===== config.mk =====
export PLATFORM = sky130hd
export DESIGN_NAME = ula_serial_ctrl
export DESIGN_NICKNAME = d
export VERILOG_FILES = /design/src/rtl/ula_pkg.sv /design/src/rtl/ula_serial_ctrl.sv
export SDC_FILE = /design/constraint.sdc
export NUM_CORES = 1
export LEC_CHECK = 0
export CAP_MARGIN = 25
export CORE_ASPECT_RATIO = 0.75
export CORE_MARGIN = 3
export CORE_UTILIZATION = 40
export CTS_BUF_LIST = sky130_fd_sc_hd__clkbuf_8
export DETAILED_ROUTE_END_ITERATION = 8
export HOLD_SLACK_MARGIN = 0.05
export PLACE_DENSITY = 0.8
export SYNTH_ARGS = -nofsm -noshare
export SYNTH_HDL_FRONTEND = slang
export SYNTH_SLANG_ARGS = --single-unit

===== constraint.sdc =====
create_clock -name clk -period 2.8 [get_ports clk]
set_input_delay 0.56 -clock clk [delete_from_list [all_inputs] [get_ports clk]]
set_output_delay 0.56 -clock clk [all_outputs]
set_load 0.01 [all_outputs]

===== src/rtl/ula_pkg.sv =====
// Shared definitions for the byte-serial 74181 sequencer.
//   BYTE_W          : ALU slice width in bits.
//   ula_seq_state_t : sequencer FSM states.
package ula_pkg;

   localparam int unsigned BYTE_W = 8;

   typedef enum logic [1:0] {
      IDLE,
      RUN,
      DONE
   } ula_seq_state_t;

endpackage


===== src/rtl/ula_serial_ctrl.sv =====
// Byte-serial sequencer in front of an 8-bit 74181 ALU. Runs one operation on
// NBYTES-wide operands, one byte per cycle, LSB first, chaining alu_cout into
// the next byte's carry-in and assembling the wide result.
//
// Ports:
//   clk, rst_n                  clock, asynchronous active-low reset
//   in_valid/in_ready           request handshake
//   in_a, in_b                  wide operands (8*NBYTES)
//   in_s, in_m, in_cin          74181 select, mode, initial carry
//   alu_a, alu_b                current operand bytes (0 outside RUN)
//   alu_s, alu_m, alu_cin       latched select/mode, chained carry
//   alu_f, alu_cout, alu_a_eq_b ALU responses (combinational from alu_*)
//   out_valid/out_ready         result handshake
//   out_f, out_cout, out_a_eq_b assembled result, final carry, AND of equality flags
module ula_serial_ctrl
   import ula_pkg::*;
#(
   parameter int unsigned NBYTES = 4
) (
   input  logic                     clk,
   input  logic                     rst_n,
   input  logic                     in_valid,
   output logic                     in_ready,
   input  logic [NBYTES*BYTE_W-1:0] in_a,
   input  logic [NBYTES*BYTE_W-1:0] in_b,
   input  logic [3:0]               in_s,
   input  logic                     in_m,
   input  logic                     in_cin,
   output logic [BYTE_W-1:0]        alu_a,
   output logic [BYTE_W-1:0]        alu_b,
   output logic [3:0]               alu_s,
   output logic                     alu_m,
   output logic                     alu_cin,
   input  logic [BYTE_W-1:0]        alu_f,
   input  logic                     alu_cout,
   input  logic                     alu_a_eq_b,
   output logic                     out_valid,
   input  logic                     out_ready,
   output logic [NBYTES*BYTE_W-1:0] out_f,
   output logic                     out_cout,
   output logic                     out_a_eq_b
);

   localparam int unsigned W     = NBYTES * BYTE_W;
   localparam int unsigned IDX_W = (NBYTES > 1) ? $clog2(NBYTES) : 1;
   localparam logic [IDX_W-1:0] LAST_IDX = IDX_W'(NBYTES - 1);

   ula_seq_state_t   state_q, state_d;
   logic [IDX_W-1:0] idx_q, idx_d;
   logic [W-1:0]     a_q, a_d;
   logic [W-1:0]     b_q, b_d;
   logic [W-1:0]     result_q, result_d;
   logic [3:0]       s_q, s_d;
   logic             m_q, m_d;
   logic             carry_q, carry_d;
   logic             eq_q, eq_d;

   always_ff @(posedge clk or negedge rst_n) begin
      if (!rst_n) begin
         state_q  <= IDLE;
         idx_q    <= '0;
         a_q      <= '0;
         b_q      <= '0;
         result_q <= '0;
         s_q      <= '0;
         m_q      <= 1'b0;
         carry_q  <= 1'b0;
         eq_q     <= 1'b0;
      end else begin
         state_q  <= state_d;
         idx_q    <= idx_d;
         a_q      <= a_d;
         b_q      <= b_d;
         result_q <= result_d;
         s_q      <= s_d;
         m_q      <= m_d;
         carry_q  <= carry_d;
         eq_q     <= eq_d;
      end
   end

   always_comb begin
      state_d  = state_q;
      idx_d    = idx_q;
      a_d      = a_q;
      b_d      = b_q;
      result_d = result_q;
      s_d      = s_q;
      m_d      = m_q;
      carry_d  = carry_q;
      eq_d     = eq_q;

      case (state_q)
         IDLE: begin
            if (in_valid) begin
               a_d      = in_a;
               b_d      = in_b;
               s_d      = in_s;
               m_d      = in_m;
               carry_d  = in_cin;
               idx_d    = '0;
               eq_d     = 1'b1;
               result_d = '0;
               state_d  = RUN;
            end
         end
         RUN: begin
            // Carry is chained in logic mode too; the ALU simply ignores it.
            result_d[idx_q*BYTE_W +: BYTE_W] = alu_f;
            carry_d = alu_cout;
            eq_d    = eq_q & alu_a_eq_b;
            if (idx_q == LAST_IDX) begin
               state_d = DONE;
            end else begin
               idx_d = idx_q + 1'b1;
            end
         end
         DONE: begin
            if (out_ready) begin
               state_d = IDLE;
            end
         end
         default: state_d = IDLE;
      endcase
   end

   always_comb begin
      in_ready  = (state_q == IDLE);
      out_valid = (state_q == DONE);
      alu_s     = s_q;
      alu_m     = m_q;
      alu_a     = '0;
      alu_b     = '0;
      alu_cin   = 1'b0;
      if (state_q == RUN) begin
         alu_a   = a_q[idx_q*BYTE_W +: BYTE_W];
         alu_b   = b_q[idx_q*BYTE_W +: BYTE_W];
         alu_cin = carry_q;
      end
   end

   assign out_f      = result_q;
   assign out_cout   = carry_q;
   assign out_a_eq_b = eq_q;

endmodule


==> results of run 1 <==
==> critical path: stages (launching register included) <==
cell and delay [ns]:
sky130_fd_sc_hd__dfrtp_2 0.44, sky130_fd_sc_hd__buf_12 0.19, sky130_fd_sc_hd__mux4_2 0.51, sky130_fd_sc_hd__nor2b_1 0.15, sky130_fd_sc_hd__clkdlybuf4s50_1 0.49
==> logic make-up after synthesis <==
group | count (synthesis)
compound gates | 42
fa+ha+maj | 6
buf+inv | 23
flops | 107
mux | 85
simple gates | 37
==> placed cells by master (no fill, tap or decap) <==
cell                              synthesis  final
sky130_fd_sc_hd__o21ai_0                  1      1
sky130_fd_sc_hd__ha_1                     6      6
sky130_fd_sc_hd__o221ai_1                 1      1
sky130_fd_sc_hd__mux2_4                  67     67
sky130_fd_sc_hd__nor2_1                   3      3
sky130_fd_sc_hd__dfrtp_2                  0      1
sky130_fd_sc_hd__buf_12                   6      2
sky130_fd_sc_hd__nand2b_1                 3      3
sky130_fd_sc_hd__clkinv_2                 0      1
sky130_fd_sc_hd__mux2_1                   2      2
sky130_fd_sc_hd__o2bb2ai_1                2      2
sky130_fd_sc_hd__inv_6                    0      2
sky130_fd_sc_hd__clkbuf_8                 0      9
sky130_fd_sc_hd__or3b_4                   1      1
sky130_fd_sc_hd__dfrtp_1                107    106
sky130_fd_sc_hd__a21o_1                   4      4
sky130_fd_sc_hd__o21ai_1                  2      2
sky130_fd_sc_hd__nand2_1                  7      7
sky130_fd_sc_hd__nor4_4                   3      3
sky130_fd_sc_hd__clkdlybuf4s50_1          0    139
sky130_fd_sc_hd__clkbuf_16                0      1
sky130_fd_sc_hd__clkinv_4                 0      1
sky130_fd_sc_hd__dlymetal6s2s_1           0      1
sky130_fd_sc_hd__nor4b_4                  1      1
sky130_fd_sc_hd__or3_1                    1      1
sky130_fd_sc_hd__nand3_1                  1      1
sky130_fd_sc_hd__mux4_2                  16     16
sky130_fd_sc_hd__inv_1                    6      6
sky130_fd_sc_hd__inv_2                    1      1
sky130_fd_sc_hd__nor2b_1                 17     17
sky130_fd_sc_hd__bufinv_16                0      2
sky130_fd_sc_hd__buf_4                    1      8
sky130_fd_sc_hd__a22o_1                  32     32
sky130_fd_sc_hd__clkinvlp_4               0      1
==> repair_timing <==
action | CTS | global route
buffers inserted | 0 | 0
endpoints found under the setup margin | 0 | 15
gates resized for setup | 0 | 2
==> metal layers <==
layer	wire, um	global-route usage
met1	4850	0.219
met2	5080	0.249
met3	898	0.0605
met4	125	0.0349
met5	0	0
==> how the worst max path moves through the flow <==
stage,slack [ns],startpoint,end
2_1_floorplan,0.74,idx_q[1],out_f[24]
3_3_place_gp,0.46,idx_q[0],alu_a[5]
3_5_place_dp,0.43,in_valid,idx_q[0]
4_1_cts,0.03,idx_q[0],alu_a[6]
5_1_grt,0.02,idx_q[0],alu_a[6]
6_report,0.09,idx_q[0],alu_a[0]
==> final cells by class <==
cell class                      count  area [um^2]  share of cell area
Clock inverter                      7         98.8              0.0146
Tap cell                          162          203              0.0300
Timing Repair Buffer              151         1530               0.227
Clock buffer                        9          124              0.0184
Inverter                            7         26.3             0.00389
Sequential cell                   107         2680               0.397
Multi-Input combinational cell    170         2090               0.309
==> stage by stage <==
stage | power [W] | hold WS [ns] | setup slack (ns) | instance area, um^2 | instances
6_report | 0.00743 | 0.156 | 0.0920 | 6750 | 613
2_1_floorplan | 0.00511 | 0.264 | 0.741 | 4990 | 300
5_1_grt | 0.00788 | 0.161 | 0.0210 | 6750 | 613
4_1_cts | 0.00746 | 0.154 | 0.0308 | 6720 | 612
3_3_place_gp | 0.00630 | 0.469 | 0.458 | 6500 | 596
3_5_place_dp | 0.00639 | 0.481 | 0.434 | 6500 | 596
==> flip-flops by register name, indices dropped and copies added, names as in the netlist <==
name and count:
state_q 2, a_q 32, out_cout 1, out_f 32, out_a_eq_b 1, alu_s 4, idx_q 2, alu_m 1
b_q 32
==> power breakdown <==
part	switching [W]	total, W	internal (W)
Sequential	0.000418	0.00264	0.00222
Combinational	0.00141	0.00375	0.00234
Clock	0.000531	0.00104	0.000510
==> results_tabular.tex, run 1 <==
\begin{tabular}{lr}
\hline
Metric & Value \\
\hline
\multicolumn{2}{l}{\textbf{Route}} \\
\quad DRC violation count after routing & 0 \\
\quad Per-cell routed wire length & roughly 18 um \\
\quad Vias per Instance & a little over 5 \\
\quad Initial drt markers & 145 \\
\quad Number of iterations in the first detailed-routing pass & 4 \\
\quad Total via count after detailed routing & 3099 \\
\quad Remaining antenna violation count & 0 \\
\quad Wire length reported by the detailed router & 11.0 mm \\
\multicolumn{2}{l}{\textbf{Global route}} \\
\quad Aggregate global routing overflow & 0 \\
\quad Global Route Usage Sum & 0.161 \\
\quad Maximum number of pins on one net before global-route repair & 52 \\
\quad Antenna violations before repair & 0 \\
\quad Via count of the first global-routing pass & 3378 \\
\quad Wire length of the first global-routing pass & 17.4 mm \\
\multicolumn{2}{l}{\textbf{Logic synthesis}} \\
\quad Most used DFF post-synth & sky130\_fd\_sc\_hd\_\_dfrtp\_1 \\
\quad Share of the yosys chip area belonging to registers & 0.537 \\
\quad Most used standard cell by instance count after synthesis & sky130\_fd\_sc\_hd\_\_dfrtp\_1 \\
\quad Xor and xnor fraction of the mapped netlist area & 0 \\
\quad Register bit count reported by yosys & 107 \\
\quad Post-synthesis cell area & about 0.005 mm\^{}2 \\
\quad Area share of the largest cell type after synthesis & 0.537 \\
\quad Mapped Nets & 390 \\
\quad Share of synthesized cell area in full adder, half adder and majority cells & 0.0151 \\
\quad Async set or reset register ratio after synthesis & 1.00 \\
\quad Post-Syn Area per Cell & 16.6 um\^{}2 \\
\quad Fraction of the mapped netlist area in compound gates & 0.0705 \\
\quad Cell taking the most area after synthesis & sky130\_fd\_sc\_hd\_\_dfrtp\_1 \\
\quad Main combinational cell family by area after synthesis & multiplexers \\
\quad Most frequent cells after synthesis & sky130\_fd\_sc\_hd\_\_dfrtp\_1, sky130\_fd\_sc\_hd\_\_mux2\_4, sky130\_fd\_sc\_hd\_\_a22o\_1 \\
\quad Area fraction in and, or, nand and nor cells after synthesis & 0.0547 \\
\quad Share of synthesized area spent on multiplexers & 0.278 \\
\quad Biggest area contributors in the synthesized netlist & sky130\_fd\_sc\_hd\_\_dfrtp\_1, sky130\_fd\_sc\_hd\_\_mux2\_4, sky130\_fd\_sc\_hd\_\_mux4\_2, sky130\_fd\_sc\_hd\_\_a22o\_1, sky130\_fd\_sc\_hd\_\_buf\_12 \\
\quad Yosys warnings & 0 \\
\quad Syn Inst Count & 300 \\
\quad Yosys cell types & 29 \\
\quad Post-synth EDFFs & 0 \\
\multicolumn{2}{l}{\textbf{Setup path}} \\
\quad Largest fanout of any net on the critical path & 11 \\
\quad CP Launch Type & register \\
\quad Reg2reg setup slack & between 0.7 and 0.8 ns \\
\quad Path type of the worst setup path & reg2out \\
\quad Required time of the critical path & around 2.2 ns \\
\quad Crit Reg-Reg Startpoint & idx\_q[0] \\
\quad RR Endpoint & out\_f[5] \\
\quad Capturing element type of the critical path & output pin \\
\quad Arrival @ worst endpoint & 2.15 ns \\
\quad Number of cell instances on the worst register-to-register path & 5 \\
\multicolumn{2}{l}{\textbf{STA}} \\
\quad Unrepaired setup endpoints after global routing & no \\
\quad Fin Setup TNS & 0 ns \\
\quad Total count of hold-check failures in the final report & 0 \\
\quad Remaining max-slew budget at the tightest pin & 0.514 \\
\quad Slew at the pin with the worst max-slew slack & 0.729 ns \\
\quad Final setup violation count & 0 \\
\quad Final worst clock skew & 0.0144 ns \\
\quad Maximum clock frequency & $\sim$370 MHz \\
\quad Tcrit/Tclk final & 0.967 \\
\quad Time the worst path needs with I/O delays and setup & approximately 2.7 ns \\
\quad Slew Viols, Final & 0 \\
\multicolumn{2}{l}{\textbf{Die}} \\
\quad Initial core utilization & 0.420 \\
\quad Placeable core region & between 0.01 and 0.015 mm\^{}2 \\
\quad Die outline height & around 100 um \\
\quad Row count & 34 \\
\quad X dimension of the die & 135 um \\
\quad Number of ports placed on the die boundary & 142 \\
\quad Area of the die & 0.0139 mm\^{}2 \\
\multicolumn{2}{l}{\textbf{Layout}} \\
\quad Area Overhead vs Synth & 35.3\% \\
\quad Filler Cells Inserted & 921 \\
\quad Share of layout cells above drive strength 1 & 0.259 \\
\quad Final net count & 536 \\
\quad Antenna cells & 0 \\
\quad Util after Layout & 0.569 \\
\multicolumn{2}{l}{\textbf{Power}} \\
\quad Leakage power & slightly above 3 nW \\
\quad Cell Pwr Density & about 1100 mW/mm\^{}2 \\
\quad Peak supply drop & 0.000580 V \\
\multicolumn{2}{l}{\textbf{Placement}} \\
\quad Post-detail-place hpwl & about 8.1 mm \\
\quad Port Buffers & $\sim$140 \\
\quad Placer's final routability congestion estimate & 0.809 \\
\multicolumn{2}{l}{\textbf{Clocking}} \\
\quad Worst-Skew Late Latency & 0.36 ns \\
\quad Clock net sink count & 107 \\
\quad H-tree depth & 3 \\
\quad Clock tree from TritonCTS & done \\
\quad Clock buffer depth & 2 \\
\quad Total CTS buffers & 9 \\
\quad Clock slew at reported path FFs & 0.10 ns \\
\quad Root buffer cell & sky130\_fd\_sc\_hd\_\_clkbuf\_8 \\
\quad Post-cts hold buffer count & 0 \\
\multicolumn{2}{l}{\textbf{Min path}} \\
\quad Kind of path behind the tightest hold check & in2async \\
\multicolumn{2}{l}{\textbf{Outcome}} \\
\quad Result of the run & completed \\
\multicolumn{2}{l}{\textbf{Job}} \\
\quad Max Cap Violations & 0 \\
\hline
\end{tabular}
(Power assumes the default switching activity.)
==> inputs of run 2 (changes only) <==
CAP_MARGIN = default   (was 25)
==> results of run 2 <==
The final DEF is identical to that of run 1; final timing and power are the same.
